File: config.mk
export PLATFORM = sky130hd
export DESIGN_NAME = smg_scan_module
export DESIGN_NICKNAME = d
export VERILOG_FILES = /design/src/rtl/smg_pkg.sv /design/src/rtl/smg_encode_module.sv /design/src/rtl/smg_scan_module.sv
export SDC_FILE = /design/constraint.sdc
export NUM_CORES = 1
export LEC_CHECK = 0
export BUFFER_PORTS_ARGS = -buffer_cell sky130_fd_sc_hd__clkbuf_2
export CAP_MARGIN = 30
export CORE_MARGIN = 2
export CORE_UTILIZATION = 35
export CTS_CLUSTER_SIZE = 16
export DETAILED_ROUTE_END_ITERATION = 8
export GPL_ROUTABILITY_DRIVEN = 0
export PLACE_DENSITY = 0.49
export SKIP_LAST_GASP = 1
export SYNTH_ARGS = -nofsm -noshare
export SYNTH_HDL_FRONTEND = slang
export SYNTH_SLANG_ARGS = --single-unit
File: constraint.sdc
create_clock -name CLK -period 5.2 [get_ports CLK]
set_input_delay 0.26 -clock CLK [delete_from_list [all_inputs] [get_ports CLK]]
set_output_delay 0.26 -clock CLK [all_outputs]
set_load 0.05 [all_outputs]
File: src/rtl/smg_pkg.sv
// Shared constants for the six-digit 7-segment scanner:
// active-low glyph table {g,f,e,d,c,b,a}, blank pattern and digit count.
package smg_pkg;

    localparam int DIGITS = 6;
    localparam logic [7:0] SEG_OFF = 8'hFF;

    typedef logic [3:0] digit_t;

    // Entry n is the glyph for code n (0-9, then A,b,C,d,E,F)
    localparam logic [15:0][6:0] SEG_GLYPH = {
        7'h0E, 7'h06, 7'h21, 7'h46, 7'h03, 7'h08, 7'h10, 7'h00,
        7'h78, 7'h02, 7'h12, 7'h19, 7'h30, 7'h24, 7'h79, 7'h40
    };

endpackage

File: src/rtl/smg_encode_module.sv
// Combinational 4-bit code to active-low 7-segment glyph decode.
module smg_encode_module
    import smg_pkg::*;
(
    input  logic [3:0] i_code,
    output logic [6:0] o_seg
);

    assign o_seg = SEG_GLYPH[i_code];

endmodule

File: src/rtl/smg_scan_module.sv
// Six-digit multiplexed display scanner with frame snapshot,
// de-ghost blanking and leading-zero suppression.
module smg_scan_module
    import smg_pkg::*;
#(
    parameter int T1MS         = 49_999,
    parameter int BLANK_CYCLES = 16,
    parameter int LZ_BLANK     = 1
) (
    input  logic        CLK,
    input  logic        RST,
    input  logic [23:0] Number_Sig,
    input  logic [5:0]  Dot_Sig,
    output logic [7:0]  SMG_Data,
    output logic [5:0]  Scan_Sig
);

    localparam int CW = (T1MS < 1) ? 1 : $clog2(T1MS + 1);

    logic [CW-1:0]              r_c1;
    logic [2:0]                 r_idx;
    logic [DIGITS-1:0][3:0]     r_num;
    logic [DIGITS-1:0]          r_dot;
    logic                       r_first;

    logic                       w_wrap;
    logic                       w_last;
    logic                       w_load;
    logic                       w_ghost;
    logic                       w_lz;
    logic [DIGITS-1:0]          w_lead;
    digit_t                     w_digit;
    logic [6:0]                 w_seg;

    assign w_wrap  = (r_c1 == CW'(T1MS));
    assign w_last  = (r_idx == 3'(DIGITS - 1));
    assign w_load  = r_first || (w_wrap && w_last);
    assign w_ghost = (int'(r_c1) < BLANK_CYCLES);
    assign w_digit = r_num[r_idx];

    always_ff @(posedge CLK or posedge RST) begin
        if (RST) begin
            r_c1    <= '0;
            r_idx   <= '0;
            r_first <= 1'b1;
        end else begin
            r_first <= 1'b0;
            if (w_wrap) begin
                r_c1  <= '0;
                r_idx <= w_last ? 3'd0 : r_idx + 3'd1;
            end else begin
                r_c1 <= r_c1 + 1'b1;
            end
        end
    end

    // Frame snapshot: refreshed only when digit 0 is about to start
    always_ff @(posedge CLK or posedge RST) begin
        if (RST) begin
            r_num <= '0;
            r_dot <= '0;
        end else if (w_load) begin
            r_num <= Number_Sig;
            r_dot <= Dot_Sig;
        end
    end

    always_comb begin
        logic run;
        run    = 1'b1;
        w_lead = '0;
        for (int n = DIGITS - 1; n >= 1; n--) begin
            run       = run && (r_num[n] == 4'd0) && !r_dot[n];
            w_lead[n] = run;
        end
    end

    assign w_lz = (LZ_BLANK != 0) && w_lead[r_idx];

    smg_encode_module u_encode (
        .i_code (w_digit),
        .o_seg  (w_seg)
    );

    always_ff @(posedge CLK or posedge RST) begin
        if (RST) begin
            SMG_Data <= SEG_OFF;
            Scan_Sig <= 6'h3F;
        end else begin
            Scan_Sig <= ~(6'd1 << r_idx);
            if (w_ghost || w_lz) begin
                SMG_Data <= SEG_OFF;
            end else begin
                SMG_Data <= {~r_dot[r_idx], w_seg};
            end
        end
    end

endmodule

# == Word-level counts from Yosys, hierarchy flattened ==
# Memories as Yosys holds them, arrays and structs flattened.
# Cells that the tools add are included.
# W data, S select, Z words.
# word_totals
regBits,64
romBits,112
input_bits,32
out_inout_bits,14
word_cells,55
memories,1
# mem_list
memory,words,word_bits,rd,rd_clocked_by_memory_dff,write_ports,line,source
(no name shown),16,7,1,0,0,smg_encode_module.sv:9,assign o_seg = SEG_GLYPH[i_code];
# classes
addsub,2
order_cmp,3
eq_ne,2
shift,1
muxes,10
bitwise,2
n_reduce_logical,22
# ops
op,n
$logic_not A4 Y1,5
$add A16 B1 Y16 const B,1
$eq A16 B16 Y1 const B,1
$lt A16 B5 Y1 const B,1
$mux W16,1
$bmux W4 S3,1
$logic_and A1 B1 Y1,10
$mux W8,1
$mux W7,1
$bmux W1 S3,2
$not A6 Y6,1
$shl A1 B3 Y6 const A,1
$logic_not A1 Y1,5
$lt A4 B5 Y1 const B,1
$lt A3 B4 Y1 const B,1
$mux W4,1
$add A3 B1 Y3 const B,1
$eq A3 B3 Y1 const B,1
$mux W3,1
$logic_or A1 B1 Y1,2
$mux W1,2
$not A1 Y1,1

# == Logic depth before layout (Yosys ltp) ==
# depth
depth_word,14
ltp_mapped,11
depth_no_buf,9

# == Modules after synthesis ==
# From an unflattened synthesis, not the netlist that was laid out.
# unflattened
cells_unflattened,256
area_unflattened_um2,3249.4
# modules_own_cells
module,instances,cells_each,area_per_inst_um2,seq_area_each_um2
smg_scan_module,1,224,2974.1,1620.3
smg_encode_module,1,32,275.3,0.0

# == Worst setup path before layout ==
# Ideal clock, no wire load.
# synth_timing
path_kind,flip-flop to flip-flop
startpoint,reg r_idx[1]
endpoint,reg SMG_Data[3]
setup_time_ps,79
arrival_ps,1988
required_time_ps,5121
path_slack_ps,3134
path_stages_with_launch,8
n_path_buf,1
synth_period_minus_slack_ps,2066
path_cell_list,dfrtp_1 > buf_2 > mux4_2 > a21oi_1 > ha_1 > nor3_1 > a211oi_1 > o21ai_0
# synth_via
elab_chain_cells,5
elab_cells_between_ends,8
cone_classes,6 x mux; 1 x reduce/logical; 1 x memory
# synth_lines
item,line,source
start: declaration,smg_scan_module.sv:21,logic [2:0] r_idx;
start signal: assignment,smg_scan_module.sv:50,r_idx <= w_last ? 3'd0 : r_idx + 3'd1;
$bmux W4 S3,smg_scan_module.sv:39,assign w_digit = r_num[r_idx];
$mux W4 (not written as such),smg_scan_module.sv:39,
$mem_v2 Z16 W7,--,
$mux W7 (not written as such),smg_encode_module.sv:9,
$mux W8 *,smg_scan_module.sv:91,if (w_ghost || w_lz) begin
end signal: assignment,smg_scan_module.sv:94,"SMG_Data <= {~r_dot[r_idx], w_seg};"
end: declaration,smg_scan_module.sv:14,"output logic [7:0] SMG_Data,"
# Every way passes the cells marked *; elsewhere a longest branch is shown, timed or not. The select of a mux whose other input is x is not followed.
# A chain may end at the register's enable or synchronous reset.

# == Worst setup path after layout ==
# layout_timing
startpoint,reg r_idx[0]
endpoint,reg SMG_Data[3]
# Same word-level chain as after synthesis.

==> out/qor.tcl <==
set qor(dpl.cell_count) 401
set qor(final.period_utilization) 0.531
set qor(io_buffers) 45
set qor(synthMostInstantiatedCell) {dfrtp_1}
set qor(fillerInstances) 847
set qor(placement.setup.worst_slack_ns) 2.45
set qor(initial_utilization) 0.364
set qor(synthDistinctLibCells) 39
set qor(track_usage) 0.141
set qor(horizontal_die_dimension_um) 99.5
set qor(final-hold-violation-count) 0
set qor(antenna_left) 0
set qor(stdcell_count) 417
set qor(grt-ovfl-total) 0
set qor(drv.max_cap_violation_count) 0
set qor(drt_drc_violations_left) 0
set qor(synth-seq-cells) 64
set qor(hp-class) {in2async}
set qor(first_global_vias) 2102
set qor(yosys-top-cells-count) {49 x dfrtp_1, 30 x mux2_4, 22 x nor2_1}
set qor(post-layout-total-power_mw) 1.19
set qor(row_count) 34
set qor(syn_area_per_cell_um2) 12.5
set qor(fin_area_um2) 3720
set qor(worst_clock_skew_ns) 0.0153
set qor(final_net_count) 344
set qor(count_of_buffering_cells_on_the_critical_path_with_inverters_included) 2
set qor(synth_async_sr_flop_share) 1.00
set qor(synth.top_cells.by_area) {dfrtp_1 38%, mux2_4 14%, dfstp_2 12%}
set qor(maximum_clock_frequency_ghz) 0.362
set qor(worst_hold_slack_ns) 0.130
set qor(register_area_um2) 1620
set qor(pin_count_of_the_biggest_net_entering_global_routing) 65
set qor(multi_input_comb_area_um2) 1480
set qor(run_status) {completed}
set qor(cts_repair_resize_count) 0
set qor(grt_pass1_wl_mm) 10.8
set qor(worstMarginPinSlew_ns) 0.807
set qor(worst_setup_path_class) {reg2reg}
set qor(timing.critical_path.max_delay_family) {flip-flops}
set qor(clockBufferDepth) 2
set qor(layout_min_cycle_time_ns) 2.76
set qor(flow.area_growth_from_synthesis_pct) 16.6
set qor(power.static_leakage_nw) 1.74
set qor(worst_slack_ns) 2.44
set qor(count_of_synthesis_stage_warnings_from_yosys) 0
set qor(cp_data_arrival_time_ns) 2.97
set qor(ios) 46
set qor(cellPowerDensity_nw_per_um2) 318
set qor(clk_transition_reported_paths_ns) 0.07
set qor(detailed_place_hpwl_mm) 4.57
set qor(cts.sink_count) 64
set qor(detail_route.wl_per_cell_um) 15.3
set qor(timing.critical_path.fanout_max) 17
set qor(fp.dieArea_um2) 9900
set qor(n_antenna_cell) 0
set qor(synth_top_area_frac) 0.384
set qor(drt_pre_antenna_iters) 4
set qor(vdd_drop_max_mv) 0.110
set qor(antenna_found_initial) 0
set qor(setup_violations) 0
set qor(clk-insertion-delay-late_ns) 0.34
set qor(vias_per_cell) 5.00
set qor(cts_hold_buf) 0
set qor(crit_path_max_incr_delay_ns) 0.84
set qor(cp_slowest_cell) {dfrtp_1}
set qor(initialDrtViolationCount) 40
set qor(unrepaired_setup_endpoints_after_global_routing) {false}
set qor(placeableCoreArea_um2) 8760
set qor(synth_edf_count) 0
set qor(postSynthNetCount) 295
set qor(yosys_most_used_dff) {dfrtp_1}
set qor(critPathRequiredTime_ns) 5.41
set qor(tritoncts.num_buffers) 9
set qor(slew_viol_final) 0
set qor(netlist.top_cell.by_area) {dfrtp_1}
set qor(postSynthCellCount) 255
set qor(dieHeight_um) 99.5
set qor(crit_path_end_kind) {flop}
set qor(routed_vias) 2087
set qor(netlist_area_um2) 3190
set qor(cts_post_setup_buffers_inserted) 0
set qor(relative_slew_margins) 0.458
set qor(root_buffer) {clkbuf_8}
set qor(drive_above_1_share) 0.375
set qor(cts_tree) {done}
set qor(dpl_cell_area_um2) 3510
set qor(setup-tns-final_ns) 0
set qor(finalWirelength_mm) 6.39
set qor(post_synthesis_sequential_area_ratio) 0.507
set qor(worstSetupStartpointType) {flop}
set qor(critical_path_cell_sequence) {mux4_2 > a21oi_1 > inv_1 > ha_1 > inv_1 > a21oi_1 > a211oi_1 > o21ai_0}
set qor(finalCoreUtilization) 0.425
set qor(cts.htree.levels) 3
final timing paths:
| check | to | slack [ns] | from | cells after the start |
|---|---|---|---|---|
| max | SMG_Data[3] | 2.44 | r_idx[0] | 8 |
| min | r_c1[14] | 0.13 | RST | 3 |
| max reg2reg | SMG_Data[3] | 2.44 | r_idx[0] | 8 |
| min reg2reg | r_c1[0] | 0.46 | r_c1[0] | 1 |
| max in group asynchronous | r_num[10] | 4.54 | RST | 3 |
| min in group CLK | r_num[19] | 0.14 | Number_Sig[19] | 2 |
cell families (layout without fill, tap and decap cells):
kind of cell | count (synthesis) | count (layout) | synth area share
adder cells (fa/ha/maj) | 8 | 8 | 0.0313
other | 1 | 1 | 0.00117
multiplexers | 45 | 45 | 0.205
AND/OR/NAND/NOR | 75 | 75 | 0.118
flip-flops | 64 | 64 | 0.507
XOR/XNOR | 15 | 15 | 0.0411
buffers and inverters | 19 | 73 | 0.0317
AO/OA/AOI/OAI | 28 | 28 | 0.0650
where the power goes:
group          switching [mW]  internal, mW
Clock                   0.191         0.261
Combinational          0.0948        0.0746
Sequential             0.0247         0.540
Total                   0.310         0.876
per-layer routing:
layer  part of all wire  routed length [um]  GRT usage
met5                  0                   0          0
met1               0.50                3230      0.205
met4              0.022                 143     0.0674
met3              0.042                 267     0.0358
met2               0.43                2760      0.198
final cells by class:
type                    count  share of cell area
well taps                 108              0.0363
inverters                  10              0.0101
multi-input cells         172               0.398
clock buffers              14              0.0464
clock inverters             2              0.0101
flip-flops and latches     64               0.435
repair buffers             47              0.0645
state kept, by name (all words and copies together) (netlist names):
name and flops:
r_num 24, r_c1 16, SMG_Data 8, Scan_Sig 6, r_dot 6, r_idx 3
r_first 1
tightest hold or removal path: stages:
cell and delay [ns]:
clkbuf_2 0.09, inv_2 0.04, buf_4 0.59
layout by cell type (no fill, tap or decap), types with 3 or more instances in the layout:
master    instances
dfrtp_1          49
clkbuf_2         45
mux2_4           30
nor2_1           22
dfstp_2          15
nand2_1          15
nand3_1          13
clkbuf_8         12
mux2i_1           9
xor2_1            9
ha_1              8
inv_1             7
nor3_1            6
xnor2_1           6
a21oi_1           5
o21ai_0           5
o221ai_1          5
and3_1            5
nor4_1            4
mux4_2            4
nand3b_1          3
No activity file was read; power rests on OpenSTA's default activity.
